`config.mk`:
```
export PLATFORM = sky130hd
export DESIGN_NAME = and_op_scheduler
export DESIGN_NICKNAME = d
export VERILOG_FILES = /design/src/rtl/and_sched_pkg.sv /design/src/rtl/rr_arbiter.sv /design/src/rtl/and_op_scheduler.sv
export SDC_FILE = /design/constraint.sdc
export NUM_CORES = 1
export LEC_CHECK = 0
export CAP_MARGIN = 20
export CORE_MARGIN = 2
export CORE_UTILIZATION = 40
export DETAILED_ROUTE_END_ITERATION = 8
export PLACE_DENSITY_LB_ADDON = 0.2
export SYNTH_ARGS = -nofsm -noshare
export SYNTH_HDL_FRONTEND = slang
export SYNTH_SLANG_ARGS = --single-unit
```
`constraint.sdc`:
```
create_clock -name clk -period 7.1 [get_ports clk]
set_clock_uncertainty 0.05 [all_clocks]
set_input_delay 1.42 -clock clk [delete_from_list [all_inputs] [get_ports clk]]
set_output_delay 1.42 -clock clk [all_outputs]
set_load 0.01 [all_outputs]
```
`src/rtl/and_sched_pkg.sv`:
```
// Shared types and defaults for the round-robin AND-unit scheduler.
package and_sched_pkg;

  localparam int unsigned DefNReq  = 4;
  localparam int unsigned DefWidth = 8;
  localparam int unsigned DefLat   = 2;
  localparam int unsigned ID_W     = $clog2(DefNReq);

  typedef struct packed {
    logic              vld;
    logic [ID_W-1:0]   id;
    logic [DefWidth-1:0] data;
  } stage_t;

  // Round-robin pointer advance: one past the granted requester, wrapping at n.
  function automatic logic [ID_W-1:0] rr_next(logic [ID_W-1:0] id, int unsigned n);
    return (id == ID_W'(n - 1)) ? '0 : id + ID_W'(1);
  endfunction

endpackage

```
`src/rtl/rr_arbiter.sv`:
```
// Combinational round-robin arbiter: first active request at or after ptr wins.
module rr_arbiter #(
  parameter int unsigned N_REQ = 4,
  parameter int unsigned ID_W  = 2
) (
  input  logic [N_REQ-1:0] req_i,
  input  logic [ID_W-1:0]  ptr_i,
  input  logic             en_i,
  output logic [N_REQ-1:0] gnt_o,
  output logic [ID_W-1:0]  gnt_id_o
);

  logic        found;
  int unsigned idx;

  always_comb begin
    gnt_o    = '0;
    gnt_id_o = '0;
    found    = 1'b0;
    idx      = 0;
    for (int unsigned k = 0; k < N_REQ; k++) begin
      idx = (32'(ptr_i) + k) % N_REQ;
      if (en_i && !found && req_i[idx]) begin
        gnt_o[idx] = 1'b1;
        gnt_id_o   = ID_W'(idx);
        found      = 1'b1;
      end
    end
  end

endmodule

```
`src/rtl/and_op_scheduler.sv`:
```
// Shares one pipelined bitwise-AND unit between N_REQ requesters with round-robin grants.
module and_op_scheduler
  import and_sched_pkg::*;
#(
  // Widths are fixed by and_sched_pkg (stage_t); keep these at the package defaults.
  parameter int unsigned N_REQ = DefNReq,
  parameter int unsigned WIDTH = DefWidth,
  parameter int unsigned LAT   = DefLat
) (
  input  logic                   clk,
  input  logic                   rst_n,
  input  logic                   ena,
  input  logic [N_REQ-1:0]       req_valid,
  input  logic [N_REQ*WIDTH-1:0] req_a,
  input  logic [N_REQ*WIDTH-1:0] req_b,
  output logic [N_REQ-1:0]       req_ready,
  output logic                   rsp_valid,
  output logic [ID_W-1:0]        rsp_id,
  output logic [WIDTH-1:0]       rsp_data,
  output logic                   busy
);

  logic [ID_W-1:0]  ptr_q, ptr_d;
  logic [N_REQ-1:0] gnt;
  logic [ID_W-1:0]  gnt_id;
  logic             hs;
  logic [WIDTH-1:0] op_a, op_b;
  stage_t           stage_in;
  stage_t           stage_q [LAT];
  stage_t           stage_d [LAT];

  // Grants are suppressed while reset is held so nothing can be accepted into a cleared pipe.
  rr_arbiter #(
    .N_REQ (N_REQ),
    .ID_W  (ID_W)
  ) u_arb (
    .req_i    (req_valid),
    .ptr_i    (ptr_q),
    .en_i     (ena & rst_n),
    .gnt_o    (gnt),
    .gnt_id_o (gnt_id)
  );

  assign req_ready = gnt;
  assign hs        = |gnt;
  assign op_a      = req_a[gnt_id*WIDTH +: WIDTH];
  assign op_b      = req_b[gnt_id*WIDTH +: WIDTH];

  always_comb begin
    stage_in.vld  = hs;
    stage_in.id   = gnt_id;
    stage_in.data = op_a & op_b;
  end

  assign ptr_d = hs ? rr_next(gnt_id, N_REQ) : ptr_q;

  // Payload only moves with a valid op, so the output fields hold between pulses.
  always_comb begin
    for (int unsigned k = 0; k < LAT; k++) begin
      stage_d[k] = stage_q[k];
    end
    stage_d[0].vld = stage_in.vld;
    if (stage_in.vld) begin
      stage_d[0].id   = stage_in.id;
      stage_d[0].data = stage_in.data;
    end
    for (int unsigned k = 1; k < LAT; k++) begin
      stage_d[k].vld = stage_q[k-1].vld;
      if (stage_q[k-1].vld) begin
        stage_d[k].id   = stage_q[k-1].id;
        stage_d[k].data = stage_q[k-1].data;
      end
    end
  end

  always_ff @(posedge clk or negedge rst_n) begin
    if (!rst_n) begin
      ptr_q <= '0;
      for (int unsigned k = 0; k < LAT; k++) begin
        stage_q[k] <= '0;
      end
    end else begin
      ptr_q <= ptr_d;
      for (int unsigned k = 0; k < LAT; k++) begin
        stage_q[k] <= stage_d[k];
      end
    end
  end

  always_comb begin
    busy = 1'b0;
    for (int unsigned k = 0; k < LAT; k++) begin
      busy = busy | stage_q[k].vld;
    end
  end

  assign rsp_valid = stage_q[LAT-1].vld;
  assign rsp_id    = stage_q[LAT-1].id;
  assign rsp_data  = stage_q[LAT-1].data;

endmodule

```
# Word-level counts from Yosys, hierarchy flattened
# Index checks and enable logic that the tools add are counted.
[totals]
out_inout_bits = 16
ff_bits = 24
in_bits = 71
[op_classes]
mux = 28
n_addsub = 4
order_cmp = 8
n_eq_ne = 1
shift = 2
reduce_logical = 15
bitwise_logic = 6
[ops]
columns = ["cell", "n"]
rows = [
  ["variable part select 32 x 6 -> 8 bit", 2],
  ["two-way mux 4 bit", 4],
  ["less-than comparator 2 x 3 -> 1 bit, second input constant", 4],
  ["bitwise OR 4 bit", 3],
  ["logical AND 1 bit", 11],
  ["two-way mux 1 bit", 11],
  ["two-way mux 2 bit", 5],
  ["bitwise AND 8 bit", 1],
  ["binary-select mux 1 bit (select 2 bit)", 4],
  ["demux 1 bit (select 2 bit)", 4],
  [">= comparator 2 x 1 -> 1 bit, second input constant", 4],
  ["adder 2 x 1 -> 2 bit, second input constant", 2],
  ["adder 2 bit, second input constant", 2],
  ["OR reduction 4 bit", 1],
  ["logical NOT 1 bit", 3],
  ["== test 2 bit, second input constant", 1],
  ["bitwise AND 1 bit", 1],
  ["bitwise OR 1 bit", 1],
]

# Longest topological paths before layout
[logic_depth]
ltp_word = 18
mapped_depth = 13
depth_no_buf = 8

# By module
# From an unflattened synthesis, not the netlist that was laid out.
[hier_totals]
hier_cells = 188
hier_area_um2 = 1868.0
[by_module_without_submodules]
columns = ["module", "area_per_inst_um2", "cells_per_inst", "n_inst"]
rows = [
  ["and_op_scheduler", 1267.5, 114, 1],
  ["rr_arbiter", 600.6, 74, 1],
]

# Least setup slack after synthesis
# No wires, ideal clock.
[synth_timing]
path_type = "in2out"
start = "in req_valid[3]"
end = "out req_ready[3]"
path_stages = 6
arrival_ps = 2935
path_slack_ps = 2695
required_ps = 5630
path_buffers = 2
path_cell_list = "mux4_2 -> buf_6 -> or3_1 -> buf_6 -> nor2_1 -> a221o_2"
[synth_via]
elab_chain_cells = 16
[synth_rtl]
columns = ["element", "line", "source"]
rows = [
  ["start, declared", "and_op_scheduler.sv:13", "input logic [N_REQ-1:0] req_valid,"],
  ["binary-select mux 1 bit (select 2 bit)", "rr_arbiter.sv:23", "if (en_i && !found && req_i[idx]) begin"],
  ["two-way mux 1 bit (implied by the code)", "rr_arbiter.sv:23", ""],
  ["logical AND 1 bit", "rr_arbiter.sv:23", ""],
  ["two-way mux 1 bit", "rr_arbiter.sv:23", ""],
  ["logical NOT 1 bit", "rr_arbiter.sv:23", ""],
  ["logical AND 1 bit (2 in a row)", "rr_arbiter.sv:23", ""],
  ["two-way mux 1 bit", "rr_arbiter.sv:23", ""],
  ["logical NOT 1 bit", "rr_arbiter.sv:23", ""],
  ["logical AND 1 bit (2 in a row)", "rr_arbiter.sv:23", ""],
  ["two-way mux 1 bit", "rr_arbiter.sv:23", ""],
  ["logical NOT 1 bit", "rr_arbiter.sv:23", ""],
  ["logical AND 1 bit (2 in a row)", "rr_arbiter.sv:23", ""],
  ["two-way mux 4 bit (*)", "rr_arbiter.sv:23", ""],
  ["end, declared", "and_op_scheduler.sv:16", "output logic [N_REQ-1:0] req_ready,"],
]
# Every way passes the cells marked *; elsewhere a longest branch is shown, timed or not. The select of a mux whose other input is x is not followed.

# Worst setup path after layout
[layout_timing]
start = "in req_valid[2]"
end = "out req_ready[1]"
# The elaborated chain is that of the path after synthesis.

==> flow_summary.yaml <==
power:
  p_seq_share_pct: 22.2
  p_sw_share_pct: 44.6
  max-vdd-ir-drop_uv: 104
  p_int_uw: 593
  p_switching_uw: 477
  p_clk_share_pct: 7.5
  p_leak_nw: 1.38
  p_per_area_nw_per_um2: 291
  comb_power_share_pct: 70.3
hold_path:
  worstHoldPathType: "flip-flop to flip-flop"
  hp-start: "rsp_data[4]$_DFFE_PN0P_"
  hold_end: "rsp_data[4]$_DFFE_PN0P_"
  hold_depth: 1
floorplanning:
  ios: 87
  die_width_um: 88.4
  initial_core_util_pct: 41.7
  die_h_um: 88.4
  rows: 30
  die-area_um2: 7810
  core_region_area_um2: 6830
synth:
  ys_top_cells_by_area: "dfrtp_1, mux2_2, nand2_1"
  syn_avg_cell_area_um2: 8.43
  synth_edf_count: 0
  ys_warn_count: 0
  synth_top_area_share_pct: 21.1
  ys_async_sr_fraction_pct: 100
  syn_inst: 338
  syn-num-nets: 417
  ys_seq_area_share_pct: 21.1
  synthDistinctLibCells: 42
  syn_area_um2: 2850
  ys_ff_latch: 24
  synth_top_area_cell: "dfrtp_1"
  synthFlopType: "dfrtp_1"
global_routing:
  grt_use_total_pct: 21.1
  grt_overflow: 0
  grt_pass1_wl_mm: 13.3
  grtUsageMet1_pct: 27.5
  busiest_layer: "met2"
  grt_pass1_vias: 2754
  grt_use_met2_pct: 38.4
  met3_usage_pct: 2.43
  antenna_found_initial: 0
  grt_max_degree: 70
drt:
  dr.pass1.iters: 4
  routedWlPerCell_um: 16.9
  vias: 2936
  final_antenna_net_count: 0
  wl_mm: 8.25
  drtIter0Drc: 195
  vias_per_cell: 6.00
  drc_errors: 0
critical_path:
  cp_cell_sequence: "clkdlybuf4s50_1, mux4_2, nand2b_1, nor3_1, a221o_2, clkdlybuf4s50_1"
  cp_max_fo: 12
  start_kind: "input pin"
  crit_path_end_kind: "output pin"
  r2r_setup_slack_ns: 2.97
  cpPeakStageDelay_ns: 0.58
  rr_worst_depth: 8
  arrival_ns: 4.30
  worst_path_max_delay_cell: "mux4_2"
  worstPathRequired_ns: 5.63
  path_class: "input pin to output pin"
  timing.rr.start: "ptr_q[1]$_DFFE_PN0P_"
  crit_top_cell: "clkdlybuf4s50_1"
  r2r-end: "stage_q[14]$_DFFE_PN0P_"
cts:
  cts_tree: "yes"
  cts_setup_buffers: 0
  clock-sinks: 24
  htreeDepth: 1
  clk_path_buf_depth: 2
  insertion_delay_ns: 0.26
  cts-hold-fix-buffers: 0
  numCtsBuffers: 3
  clk_pin_slew_ns: 0.08
  cts_resized: 0
  cts_root_buf: "clkbuf_8"
place:
  pre_cts_ws_ns: 1.34
  place_area_um2: 3630
  dpl.hpwl_mm: 5.99
  place.gp.congestion: 0.883
  port_buffers: 86
timing:
  hold_viol_final: 0
  period_minus_slack_ns: 5.77
  tightest_slew_ns: 0.925
  setup_slack_ns: 1.33
  drv_slew: 0
  fmax_mhz: 173
  min_period_over_period_pct: 81.2
  setup_viol: 0
  rsz0062_at_grt: "no"
  relSlewSlack_pct: 37.8
  fin_setup_tns_ns: 0
final_layout:
  final_nets: 473
  fill_cells: 632
  drive_gt1_share_pct: 17.3
  seq_area_um2: 602
  multi_input_area_um2: 1990
  area_growth_pct: 29.1
  antenna_cells: 0
  final_cell_area_um2: 3680
status:
  outcome: "complete, no violations"
job:
  maxCapViolCount: 0
Yosys cell counts, drive strengths merged (4+ instances only):
cell / number
or2: 10
mux4: 4
o221a: 8
or3: 9
a21oi: 19
o32ai: 16
mux2: 21
nand3: 25
o21ai: 18
a221o: 4
o211ai: 16
ha: 8
a211oi: 16
clkbuf: 18
nand2: 43
buf: 23
a31o: 9
a32oi: 8
mux2i: 13
dfrtp: 24
sequential cells by signal, summed over array words and instances, names as in the netlist:
| name | count |
|---|---|
| stage_q | 10 |
| rsp_data | 8 |
| ptr_q | 2 |
| rsp_id | 2 |
| rsp_valid | 1 |
| stage_d | 1 |
final cells by class:
class	count	area share, %
Multi-Input combinational cell	268	54.0
Sequential cell	24	16.4
Inverter	5	0.510
Clock buffer	4	1.22
Tap cell	96	3.27
Timing Repair Buffer	92	24.6
how the worst max path moves through the flow:
stage / startpoint / to / slack [ns] / cells past startpoint
floorplan: req_valid[3] / req_ready[3] / 2.69 / 6
global placement: req_valid[2] / req_ready[3] / 1.45 / 6
detailed placement: req_valid[2] / req_ready[1] / 1.34 / 6
CTS: req_valid[2] / req_ready[1] / 1.34 / 6
global route: req_valid[3] / req_ready[1] / 1.12 / 6
finish: req_valid[2] / req_ready[1] / 1.33 / 6
per-layer routing:
metal,share of wire [%],up-vias
li1,-,1420
met1,43,1401
met2,51,105
met3,5.1,10
met4,1.2,0
met5,0,-
power groups by stage:
stage | registers [mW] | clock network [mW] | logic, mW
2_1_floorplan | 0.221 | 0 | 0.581
3_3_place_gp | 0.237 | 0 | 0.733
3_5_place_dp | 0.240 | 0 | 0.746
4_1_cts | 0.238 | 0.0824 | 0.749
5_1_grt | 0.245 | 0.0882 | 0.819
6_report | 0.237 | 0.0801 | 0.752
cells by family after synthesis:
kind of cell	Yosys count	share of synthesized area, %
compound gates	119	31.5
flops	24	21.1
xor+xnor	1	0.307
simple gates	102	18.2
buf+inv	46	9.18
mux	38	16.2
fa+ha+maj	8	3.51
cells in the final DEF, fill, tap and decap left out, types with 2 or more instances in the layout:
cell type and instances:
and2_1 2, a31o_2 9, dfrtp_1 23, inv_1 3
or3_1 9, nand3b_1 3, nor2_1 3, o21ai_0 18
a32oi_1 8, a221o_2 4, mux4_2 4, o221a_2 8
clkdlybuf4s50_1 86, mux2_2 19, mux2i_1 13, a211oi_1 16
o32ai_1 16, nand3_1 25, nand2b_1 2, ha_1 8
a32o_1 2, clkbuf_8 3, nand2_1 43, clkinv_1 2
buf_4 6, or2_2 9, a21oi_1 19, o211ai_1 16
stage by stage:
step,util (%),hold WS (ns),cells,total power [mW]
2_1_floorplan,-,0.330,338,0.802
5_1_grt,53.8,0.472,489,1.15
6_report,53.8,0.459,489,1.07
3_5_place_dp,53.2,0.443,485,0.985
4_1_cts,53.8,0.461,489,1.07
3_3_place_gp,53.2,0.438,485,0.970
critical path: cells and delay by family:
kind	cells	cell delay (ns)
buffers and inverters	2	1.05
AOI/OAI and AO/OA	1	0.27
and+or+nand+nor	2	0.96
muxes	1	0.58
Note: power is estimated with default switching activity, not from simulation.
